File: config.mk
export PLATFORM = sky130hd
export DESIGN_NAME = decode_stage
export DESIGN_NICKNAME = d
export VERILOG_FILES = /design/src/rtl/decode_stage.sv
export SDC_FILE = /design/constraint.sdc
export NUM_CORES = 1
export LEC_CHECK = 0
export CORE_MARGIN = 3
export CORE_UTILIZATION = 25
export CTS_BUF_LIST = sky130_fd_sc_hd__clkbuf_4
export DETAILED_ROUTE_END_ITERATION = 10
export MAX_ROUTING_LAYER = met4
export SYNTH_ARGS = -nofsm -noshare
export SYNTH_HDL_FRONTEND = slang
export SYNTH_SLANG_ARGS = --single-unit
File: constraint.sdc
create_clock -name clk -period 3.6 [get_ports clk]
set_input_delay 0.54 -clock clk [delete_from_list [all_inputs] [get_ports clk]]
set_output_delay 0.54 -clock clk [all_outputs]
set_load 0.05 [all_outputs]
File: src/rtl/decode_stage.sv
// decode_stage: registered RV32I decode stage with valid/ready on both sides
//   clk, rst (sync, active-high), flush
//   in_valid/in_ready/in_instr/in_pc      : fetch side
//   out_valid/out_ready/out_pc + fields   : head entry of the output buffer
//   inst_type, immediate, illegal, out_is_m, illegal_count (saturating)
//   Type codes: R=0 I=1 S=2 B=3 U=4 J=5 INVALID=15
module decode_stage #(
  parameter int PC_WIDTH  = 32,
  parameter int DEPTH     = 2,
  parameter int ENABLE_M  = 0,
  parameter int CNT_WIDTH = 16
) (
  input  logic                 clk,
  input  logic                 rst,
  input  logic                 flush,
  input  logic                 in_valid,
  output logic                 in_ready,
  input  logic [31:0]          in_instr,
  input  logic [PC_WIDTH-1:0]  in_pc,
  output logic                 out_valid,
  input  logic                 out_ready,
  output logic [PC_WIDTH-1:0]  out_pc,
  output logic [6:0]           opcode,
  output logic [4:0]           rd_addr,
  output logic [2:0]           funct3,
  output logic [4:0]           rs1_addr,
  output logic [4:0]           rs2_addr,
  output logic [6:0]           funct7,
  output logic [3:0]           inst_type,
  output logic [31:0]          immediate,
  output logic                 illegal,
  output logic                 out_is_m,
  output logic [CNT_WIDTH-1:0] illegal_count
);
  localparam logic [3:0] TYPE_R = 4'd0, TYPE_I = 4'd1, TYPE_S = 4'd2, TYPE_B = 4'd3;
  localparam logic [3:0] TYPE_U = 4'd4, TYPE_J = 4'd5, TYPE_INVALID = 4'd15;
  localparam logic [6:0] OP_LUI = 7'h37, OP_AUIPC = 7'h17, OP_JAL = 7'h6f, OP_JALR = 7'h67;
  localparam logic [6:0] OP_BRANCH = 7'h63, OP_LOAD = 7'h03, OP_STORE = 7'h23;
  localparam logic [6:0] OP_IMM = 7'h13, OP_OP = 7'h33, OP_FENCE = 7'h0f, OP_SYSTEM = 7'h73;
  localparam bit EN_M = ENABLE_M != 0;

  typedef struct packed {
    logic [PC_WIDTH-1:0] pc;
    logic [31:0]         instr;
    logic [3:0]          typ;
    logic [31:0]         imm;
    logic                ill;
    logic                is_m;
  } ent_t;

  ent_t dec, e0_q, e0_d, e1_q, e1_d;
  logic [1:0] cnt_q, cnt_d;
  logic rdy_q, rdy_d;
  logic [CNT_WIDTH-1:0] ill_q, ill_d;
  logic push, pop;
  logic [6:0] op, f7;
  logic [2:0] f3;
  logic [3:0] typ;
  logic [31:0] imm;
  logic bad, is_m;

  assign op = in_instr[6:0];
  assign f3 = in_instr[14:12];
  assign f7 = in_instr[31:25];

  always_comb begin
    typ  = TYPE_INVALID;
    imm  = '0;
    bad  = 1'b0;
    is_m = 1'b0;
    case (op)
      OP_LUI, OP_AUIPC: begin
        typ = TYPE_U;
        imm = {in_instr[31:12], 12'b0};
      end
      OP_JAL: begin
        typ = TYPE_J;
        imm = {{11{in_instr[31]}}, in_instr[31], in_instr[19:12], in_instr[20], in_instr[30:21], 1'b0};
      end
      OP_JALR, OP_LOAD, OP_IMM, OP_FENCE, OP_SYSTEM: begin
        typ = TYPE_I;
        imm = {{20{in_instr[31]}}, in_instr[31:20]};
        bad = (op == OP_JALR && f3 != 3'b000) ||
              (op == OP_LOAD && (f3 == 3'b011 || f3[2:1] == 2'b11)) ||
              (op == OP_IMM && f3 == 3'b001 && f7 != 7'h00) ||
              (op == OP_IMM && f3 == 3'b101 && f7 != 7'h00 && f7 != 7'h20);
      end
      OP_STORE: begin
        typ = TYPE_S;
        imm = {{20{in_instr[31]}}, in_instr[31:25], in_instr[11:7]};
        bad = f3 >= 3'b011;
      end
      OP_BRANCH: begin
        typ = TYPE_B;
        imm = {{19{in_instr[31]}}, in_instr[31], in_instr[7], in_instr[30:25], in_instr[11:8], 1'b0};
        bad = f3[2:1] == 2'b01;
      end
      OP_OP: begin
        typ  = TYPE_R;
        is_m = EN_M && f7 == 7'h01;
        bad  = !(f7 == 7'h00 || f7 == 7'h20 || is_m) || (f7 == 7'h20 && f3 != 3'b000 && f3 != 3'b101);
      end
      default: bad = 1'b1;
    endcase
    dec.pc    = in_pc;
    dec.instr = in_instr;
    dec.ill   = bad;
    dec.typ   = bad ? TYPE_INVALID : typ;
    dec.imm   = bad ? '0 : imm;
    dec.is_m  = !bad && is_m;
  end

  // DEPTH=1 passes ready through from downstream; DEPTH=2 uses the registered !full
  assign out_valid = cnt_q != 2'd0;
  assign in_ready  = !rst && !flush && (DEPTH == 1 ? (!out_valid || out_ready) : rdy_q);
  assign push      = in_valid && in_ready;
  assign pop       = out_valid && out_ready;

  // Slot 0 is always the head; a pop shifts slot 1 forward, and the new entry
  // lands in the first slot left empty after that shift
  always_comb begin
    e0_d  = e0_q;
    e1_d  = e1_q;
    cnt_d = flush ? 2'd0 : cnt_q + 2'(push) - 2'(pop);
    if (!flush && pop) e0_d = e1_q;
    if (!flush && push && cnt_q == 2'(pop)) e0_d = dec;
    if (!flush && push && cnt_q != 2'(pop)) e1_d = dec;
    rdy_d = cnt_d != 2'd2;
    ill_d = ill_q + CNT_WIDTH'(push && dec.ill && !(&ill_q));
  end

  always_ff @(posedge clk) begin
    if (rst) begin
      e0_q  <= '0;
      e1_q  <= '0;
      cnt_q <= 2'd0;
      rdy_q <= 1'b1;
      ill_q <= '0;
    end else begin
      e0_q  <= e0_d;
      e1_q  <= e1_d;
      cnt_q <= cnt_d;
      rdy_q <= rdy_d;
      ill_q <= ill_d;
    end
  end

  assign out_pc        = e0_q.pc;
  assign opcode        = e0_q.instr[6:0];
  assign rd_addr       = e0_q.instr[11:7];
  assign funct3        = e0_q.instr[14:12];
  assign rs1_addr      = e0_q.instr[19:15];
  assign rs2_addr      = e0_q.instr[24:20];
  assign funct7        = e0_q.instr[31:25];
  assign inst_type     = e0_q.typ;
  assign immediate     = e0_q.imm;
  assign illegal       = e0_q.ill;
  assign out_is_m      = e0_q.is_m;
  assign illegal_count = ill_q;
endmodule

======== After elaboration in Yosys (flattened, before gate mapping) ========
Index checks and enable logic that the tools add are counted.
operators by class
  order comparisons ....................... 1
  $add $sub $neg .......................... 3
  equality and inequality tests ........... 22
  multiplexer cells ....................... 8
  reductions and logical operators ........ 38
operators with widths
  cell                                                                      count
  102-bit two-way mux                                                       2
  32-bit case mux with 5 select lines                                       1
  32-bit two-way mux                                                        1
  7-bit by 6-bit == test with 1-bit output (second input constant)          4
  7-bit == test (second input constant)                                     4
  4-bit case mux with 6 select lines                                        1
  1-bit logical AND                                                         19
  16-bit by 1-bit adder with 16-bit output                                  1
  16-bit AND reduction                                                      1
  7-bit by 5-bit == test with 1-bit output (second input constant)          2
  7-bit by 2-bit == test with 1-bit output (second input constant)          1
  7-bit by 4-bit == test with 1-bit output (second input constant)          1
  7-bit logical NOT                                                         1
  7-bit by 6-bit inequality test with 1-bit output (second input constant)  1
  7-bit nonzero test                                                        1
  1-bit logical OR                                                          6
  1-bit case mux with 5 select lines                                        1
  5-bit OR reduction                                                        1
  1-bit logical NOT                                                         4
  4-bit two-way mux                                                         1
  2-bit nonzero test                                                        2
  3-bit by 1-bit == test with 1-bit output (second input constant)          1
  3-bit by 2-bit == test with 1-bit output (second input constant)          1
  3-bit == test (second input constant)                                     1
  other kinds (13)                                                          13
word-level totals
  word-level logic and storage cells ...... 85
  flip-flop bits (word level) ............. 221
  output and inout bits ................... 120
  input port bits ......................... 69

======== Logic depth before layout (Yosys ltp) ========
  depth in word-level cells ............... 10
  mapped depth ............................ 15

======== Least setup slack after synthesis ========
No wires, ideal clock.
  path kind ............................... input -> register
  start ................................... input port in_instr[14]
  end ..................................... register ill_q[13], in the netlist illegal_count[13]
  path slack .............................. 0.584 ns
  stages .................................. 15
  required time ........................... 3.472 ns
  setup time .............................. 0.128 ns
  arrival ................................. 2.888 ns
  path through ............................ buf_4 -> xor2_2 -> o221ai_1 -> a2111o_1 -> buf_6 -> and2_4 -> buf_6 -> buf_6 -> a21oi_1 -> ha_1 -> nand2_1 -> nor3_1 -> nand4_1 -> xor2_1 -> nor2_1
on the way
  cells in the longest elaborated chain, start to end .. 10
RTL lines
  element                                                                    line  RTL
  from (decl)                                                                18    input logic [31:0] in_instr,
  3-bit by 2-bit == test with 1-bit output or 2-bit == test (tied branches)  84    (op == OP_LOAD && (f3 == 3'b011 || f3[2:1] == 2'b11)) ||
  1-bit logical OR                                                           84
  1-bit logical AND                                                          84
  1-bit logical OR                                                           83    bad = (op == OP_JALR && f3 != 3'b000) ||
  1-bit logical OR                                                           84
  1-bit logical OR                                                           85    (op == OP_IMM && f3 == 3'b001 && f7 != 7'h00) ||
  1-bit case mux with 5 select lines *                                       71    case (op)
  1-bit logical AND * (2 in a row)                                           129   ill_d = ill_q + CNT_WIDTH'(push && dec.ill && !(&ill_q));
  16-bit by 1-bit adder with 16-bit output *                                 129
  to (signal assigned)                                                       144   ill_q <= ill_d;
  to (decl)                                                                  54    logic [CNT_WIDTH-1:0] ill_q, ill_d;
Mark *: on every way between the ends. The rest lies on a longest branch, timed or not.
A chain may end at the register's enable or synchronous reset.

======== Worst setup path after layout ========
  start ................................... input port in_instr[26]
  end ..................................... register ill_q[8], in the netlist illegal_count[8]
on the way
  cells in the longest elaborated chain, start to end .. 8
RTL lines
  element                                                           line     RTL
  7-bit by 6-bit == test with 1-bit output (tied with other cells)  101      bad = !(f7 == 7'h00 || f7 == 7'h20 || is_m) || (f7 == 7'h20 && f3 != 3'b000 && f3 != 3'b101);
  1-bit logical OR (tied with other cells)                          101
  1-bit logical NOT (tied with other cells)                         101
  1-bit logical OR, on equally long branches                        101, 85
  1-bit case mux with 5 select lines *                              71
  1-bit logical AND * (2 in a row)                                  129
  16-bit by 1-bit adder with 16-bit output *                        129
Marked as above.

==> impl_metrics.yaml <==
floorplanning:
  top_level_ports: 189
  fp.dieArea_um2: 39800
  floorplan.rows: 70
  start_util_pct: 25.5
  floorplan.die.width_um: 200
  die-height_um: 200
  design.core.area_um2: 36800
global_route:
  grt_pass1_vias: 8386
  pin_count_of_the_biggest_net_entering_global_routing: 77
  globalRouteOverflowTotal: 0
  groute.usage.overall_pct: 15.4
  grt_first_pass_wirelength_um: 47100
  number_of_antenna_violations_at_the_first_check_in_global_routing: 0
worst_setup_path:
  critical_path_arrival_ns: 3.32
  setup.worst_path.class: "in2reg"
  reg2reg_setup_slack_ns: 1.08
  r2r-start: "illegal_count[2]$_SDFF_PP0_"
  end_of_the_worst_register_to_register_path: "illegal_count[8]$_SDFF_PP0_"
  cp.required_ns: 4.14
  crit_path_end_kind: "flip-flop"
  timing.reg2reg.worst_path_depth: 10
  critical_path_launch_point_type: "input pin"
  worstPathMaxFanout: 4
synthesis:
  ys_warn_count: 0
  yosysUniqueCellTypes: 64
  synth_most_common_cell: "sky130_fd_sc_hd__dfxtp_1"
  postSynthCellCount: 1054
  synthFlopType: "sky130_fd_sc_hd__dfxtp_1"
  synth.top_cells.by_count: "sky130_fd_sc_hd__dfxtp_1, sky130_fd_sc_hd__nand2_1, sky130_fd_sc_hd__nor2_1"
  synth.avg_cell_area_um2: 8.89
  postSynthRegisterBits: 221
  synth.top_cell.area_share_pct: 47.2
  synth.area.top_cells: "sky130_fd_sc_hd__dfxtp_1, sky130_fd_sc_hd__mux2i_1, sky130_fd_sc_hd__nand2_1"
  post-synth-top-area-cell: "sky130_fd_sc_hd__dfxtp_1"
  share_of_async_settable_or_async_resettable_flops_after_synthesis_pct: 0
  synth_area_um2: 9370
  synth_fp_nets: 1128
  synth_edf_count: 0
  ys_seq_area_share_pct: 47.2
layout:
  design_area_um2: 12700
  layout.nets: 1340
  post_route_cells_drive_above_1_share_pct: 12.8
  finish.utilization_pct: 34.5
  instances_no_fill: 1784
  antennaDiodeCount: 0
  area_delta_synth_final_pct: 35.4
timing:
  setup_viol: 0
  finalSetupTns_ns: 0
  skew_ns: 0.0356
  timing_worst_slew_pin_value_ns: 0.899
  min_period_over_period_pct: 77.3
  timing.final.crit_period_ns: 2.78
  grt_setup_unrepaired: "no"
  fmax_ghz: 0.359
  hold_fails_final_rpt: 0
  final.setup.worst_slack_ns: 0.816
  drv_slew: 0
  timing.hold.ws_ns: 0.252
  maxSlewHeadroom_pct: 40.1
hold_path:
  hold_start: "rst"
  min_delay_worst_type: "in2reg"
  hold-path-cell-count: 2
  hold_end: "e1_q[38]$_SDFFE_PP0P_"
run_status:
  run_status: "completed"
pwr:
  p_per_area_nw_per_um2: 445
  internal-power_mw: 4.09
  irDropWorstVdd_mv: 0.200
  p_leak_nw: 4.32
  switching_share_pct: 27.6
  total_power_mw: 5.65
  switchingPower_mw: 1.56
  relative_contribution_of_combinational_cells_to_total_power_pct: 10.9
  clock_power_share_pct: 44.5
  seqPwrFrac_pct: 44.6
detailed_routing:
  drt-initial-drc-count: 457
  totalWireLength_um: 30500
  remaining_drc_errors: 0
  final_antenna_net_count: 0
  detailedRoute.firstPassIterationCount: 5
  wl_per_cell_um: 17.1
  via_per_inst: 4.79
  dr_total_vias: 8541
placement:
  gpl_wtd_cong: 0.838
  dp_cells: 1666
  io_buffer_count: 187
  hpwl_um: 20700
  place_ws_ns: 0.0812
  dpl_cell_area_um2: 11800
clock_tree:
  post-cts-setup-buffers: 0
  cts.repair.resized: 0
  cts_buffer_depth: 3
  clockRootBuffer: "sky130_fd_sc_hd__clkbuf_4"
  worstSkewPairLatency_ns: 0.71
  post_cts_hold_buffer_count: 0
  cts.htree.levels: 3
  numCtsBuffers: 66
  cts_num_sinks: 221
  clk_transition_reported_paths_ns: 0.06
  cts_tree: "yes"
run:
  maximum_capacitance_violations: 0
==> flip-flops by register name, indices dropped and copies added (netlist names) <==
register,cells
illegal,1
e1_q,101
out_pc,32
funct3,3
opcode,7
rd_addr,5
rdy_q,1
rs1_addr,5
illegal_count,16
immediate,32
cnt_q,2
funct7,7
rs2_addr,5
inst_type,4
==> final cells by class <==
cell class                      count  area (um2)
Multi-Input combinational cell    735        4510
Clock buffer                       95         713
Clock inverter                     23         156
Fill cell                        3781       24100
Sequential cell                   221        4420
Tap cell                          468         586
Timing Repair Buffer              232        2250
Inverter                           10        37.5
==> layer usage <==
metal / GRT usage [%] / vias to the layer above / routed length [um]
li1: - / 4184 / -
met1: 18.8 / 4041 / 13500
met2: 24.3 / 274 / 14000
met3: 4.82 / 42 / 2440
met4: 5.20 / 0 / 550
met5: - / - / 0
==> kinds of logic (layout without fill, tap and decap cells) <==
group | after synthesis | after routing | synth area share, %
simple gates | 352 | 352 | 16.7
compound gates | 262 | 262 | 18.3
flops | 221 | 221 | 47.2
mux | 98 | 98 | 10.5
buf+inv | 98 | 360 | 4.92
xor+xnor | 17 | 17 | 1.67
fa+ha+maj | 5 | 5 | 0.668
other cells | 1 | 1 | 0.0400
==> placed cells by master (no fill, tap or decap), types with 3 or more instances in the layout <==
cell type                         synthesis  layout
sky130_fd_sc_hd__a211oi_1                77      77
sky130_fd_sc_hd__a21oi_1                 85      85
sky130_fd_sc_hd__a22oi_1                  4       4
sky130_fd_sc_hd__a311oi_1                 6       6
sky130_fd_sc_hd__a41o_1                   6       6
sky130_fd_sc_hd__and2_1                   3       3
sky130_fd_sc_hd__and3_1                   3       3
sky130_fd_sc_hd__buf_12                   0       3
sky130_fd_sc_hd__buf_4                    2      42
sky130_fd_sc_hd__clkbuf_4                 0      95
sky130_fd_sc_hd__clkdlybuf4s50_1          0     186
sky130_fd_sc_hd__clkinv_1                 0      15
sky130_fd_sc_hd__clkinvlp_4               0       4
sky130_fd_sc_hd__dfxtp_1                221     221
sky130_fd_sc_hd__ha_1                     5       5
sky130_fd_sc_hd__inv_1                   10      10
sky130_fd_sc_hd__mux2i_1                 96      96
sky130_fd_sc_hd__nand2_1                177     177
sky130_fd_sc_hd__nand2b_1                 7       7
sky130_fd_sc_hd__nand3_1                 10      10
sky130_fd_sc_hd__nand3b_1                 3       3
sky130_fd_sc_hd__nand4_1                 10      10
sky130_fd_sc_hd__nor2_1                 102     100
sky130_fd_sc_hd__nor2b_1                  9       9
sky130_fd_sc_hd__nor3_1                   5       5
sky130_fd_sc_hd__nor3b_1                  5       5
sky130_fd_sc_hd__o21ai_0                 31      31
sky130_fd_sc_hd__o22ai_1                 26      26
sky130_fd_sc_hd__xnor2_1                  3       3
sky130_fd_sc_hd__xor2_1                  13      13
==> how the worst max path moves through the flow <==
| stage | from | endpoint | slack, ns | cells past startpoint |
|---|---|---|---|---|
| after floorplan | in_instr[14] | illegal_count[13]$_SDFF_PP0_ | 0.58 | 15 |
| after global placement | in_instr[14] | illegal_count[13]$_SDFF_PP0_ | 0.10 | 13 |
| after detailed placement | in_instr[26] | illegal_count[12]$_SDFF_PP0_ | 0.08 | 11 |
| after CTS | cnt_q[1]$_SDFF_PP0_ | out_valid | 0.77 | 2 |
| after global routing | in_instr[5] | illegal_count[13]$_SDFF_PP0_ | 0.65 | 12 |
| final | in_instr[26] | illegal_count[8]$_SDFF_PP0_ | 0.82 | 11 |
==> critical path: stages <==
cell and delay [ns]:
sky130_fd_sc_hd__clkdlybuf4s50_1 0.49, sky130_fd_sc_hd__or4_1 0.60, sky130_fd_sc_hd__nor3_1 0.33, sky130_fd_sc_hd__a2111o_1 0.23
sky130_fd_sc_hd__and2_4 0.14, sky130_fd_sc_hd__a21oi_1 0.11, sky130_fd_sc_hd__ha_1 0.27, sky130_fd_sc_hd__ha_1 0.27
sky130_fd_sc_hd__nand4_1 0.14, sky130_fd_sc_hd__xor2_1 0.15, sky130_fd_sc_hd__nor2_1 0.05
==> power groups by stage <==
stage / sequential, mW / combinational (mW) / clock [mW]
global route: 2.52 / 0.654 / 2.76
floorplan: 2.71 / 0.202 / 0
finish: 2.52 / 0.615 / 2.51
global placement: 2.57 / 0.614 / 0
CTS: 2.52 / 0.619 / 2.63
detailed placement: 2.57 / 0.616 / 0
Note: power is estimated with default switching activity, not from simulation.
==> edit: new RTL, same settings <==
The parameter `PC_WIDTH` goes from 32 to 48.
--- a/src/rtl/decode_stage.sv
+++ b/src/rtl/decode_stage.sv
@@ -5,7 +5,7 @@
 //   inst_type, immediate, illegal, out_is_m, illegal_count (saturating)
 //   Type codes: R=0 I=1 S=2 B=3 U=4 J=5 INVALID=15
 module decode_stage #(
-  parameter int PC_WIDTH  = 32,
+  parameter int PC_WIDTH  = 48,
   parameter int DEPTH     = 2,
   parameter int ENABLE_M  = 0,
   parameter int CNT_WIDTH = 16
Ports: changed (resized in_pc and out_pc); port bits go from 189 to 221. The function was not compared with the original's and may differ.
==> edit against the unedited design <==
Sequential cell count grew 32; critical path depth is the same; worst hold slack gained 0.15 ns; wire length grew 16%; worst setup slack lost 0.023 ns; core utilization grew 0.11 points; fmax shrank 0.82%; design area grew 13%; synthesized area grew 13%; final cell count grew 13%; total power grew 14%; synthesized cell count grew 14%.
==> edit: results <==
[run_status]
status = complete, no violations

[yosys]
netlist_top_cells_area = dfxtp_1, mux2i_1, nand2_1
avgSynthCellArea_um2 = 8.81
syn_nets = 1287
yosysSeqAreaShare_pct = 48.0
synth.top_cells.by_count = dfxtp_1, nand2_1, nor2_1
yosysWarnings = 0
async_reset_ff_share_pct = 0
ys_types = 59

[route]
drtIter0Drc = 529
dr.pass1.iters = 5
wl_per_cell_um = 17.6
routed_via_density = 4.82

[placement]
place_area_um2 = 13300
hpwl_um = 23000
place.gp.congestion = 0.868
io_buffers = 219
place_inst = 1879

[global_routing]
grt_pass1_vias = 9518
grtUsageMet1_pct = 19.8
met2_usage_pct = 24.5
antenna_found_initial = 3
grt.met3_usage_pct = 5.39
grt_max_degree = 192
grt_pass1_wl_um = 54700
track_usage_pct = 16.1

[power_and_ir_drop]
power.leakage_nw = 4.87
ir_drop_v = 0.000199

[clocking]
cts_buffers = 75
clkLatencyLatePin_ns = 0.72
cts_resized = 0
cts-root-buf = clkbuf_4
clk_pin_slew_worst_paths_ns = 0.06
clockBufferDepth = 3
post_cts_buffers = 0
htree_num_levels = 3

[sta]
skew_ns = 0.0533
relSlewSlack_pct = 39.0

[worst_setup_path]
worstPathMaxFanout = 6
timing.rr.start = illegal_count[6]
crit_path_start = in_instr[0]
arrival_ns = 3.35

[finish]
top_register = e1_q
final_cells = 2010
drive_above_1_share_pct = 11.1
final_net_count = 1514
largest_reg_flops = 117
nFillCells = 4270

[hold_path]
hold_start = in_pc[26]
hold_path_class = input port to flop

[die]
initial_core_util_pct = 25.5
==> edit: layer usage <==
| layer | wire [um] | part of all wire, % | up-vias |
|---|---|---|---|
| met3 | 2690 | 7.6 | 67 |
| met4 | 1030 | 2.9 | 0 |
| met5 | 0 | 0 | - |
| met2 | 15900 | 45 | 311 |
| li1 | - | - | 4736 |
| met1 | 15800 | 45 | 4571 |
==> edit: path summary, 6_finish.rpt <==
path | end | cells past startpoint | slack (ns)
worst max-delay path | illegal_count[9] | 11 | 0.79
worst min-delay path | e1_q[96] | 3 | 0.40
worst max register to register | illegal_count[9] | 10 | 0.95
worst min register to register | e1_q[11] | 2 | 0.45
==> edit: kinds of logic after synthesis <==
| group | after synthesis | share of synthesized area, % |
|---|---|---|
| buffers and inverters | 112 | 4.46 |
| muxes | 117 | 11.1 |
| other | 1 | 0.0356 |
| adders and majority gates | 6 | 0.688 |
| and+or+nand+nor | 403 | 16.2 |
| AOI/OAI and AO/OA | 287 | 17.9 |
| DFF | 253 | 48.0 |
| xor gates and xnor gates | 18 | 1.50 |
==> edit: worst max-delay path, cell delays in order <==
cell             delay [ns]
clkdlybuf4s50_1        0.70
and4bb_2               0.33
nand3_1                0.15
a211o_1                0.28
and2_1                 0.18
a31oi_1                0.24
ha_1                   0.31
and3_1                 0.27
nand4_1                0.13
xor2_1                 0.16
nor2_1                 0.05
==> edit: final cells by class <==
cell class | instances | area (um^2) | area share [%]
flip-flops and latches | 253 | 5060 | 35.5
multi-input cells | 832 | 5040 | 35.3
inverters | 8 | 30.0 | 0.210
clock inverters | 17 | 121 | 0.850
clock buffers | 111 | 833 | 5.84
diodes | 3 | 7.51 | 0.0526
repair buffers | 254 | 2520 | 17.6
well taps | 532 | 666 | 4.66
==> edit: metrics by stage <==
step / utilization (%) / setup slack, ns
final: 34.6 / 0.793
after global routing: 34.6 / 0.610
after CTS: 34.6 / 0.664
after detailed placement: 32.3 / 0.130
after global placement: 32.3 / 0.139
after floorplan: - / 0.868
==> edit: where the power goes <==
part           leakage, nW  switching, W  internal [W]  total, W
sequential            2.05     0.0000338       0.00286   0.00289
combinational         2.26      0.000466      0.000268  0.000734
clock                0.566       0.00124       0.00154   0.00278
total                 4.87       0.00174       0.00467   0.00641
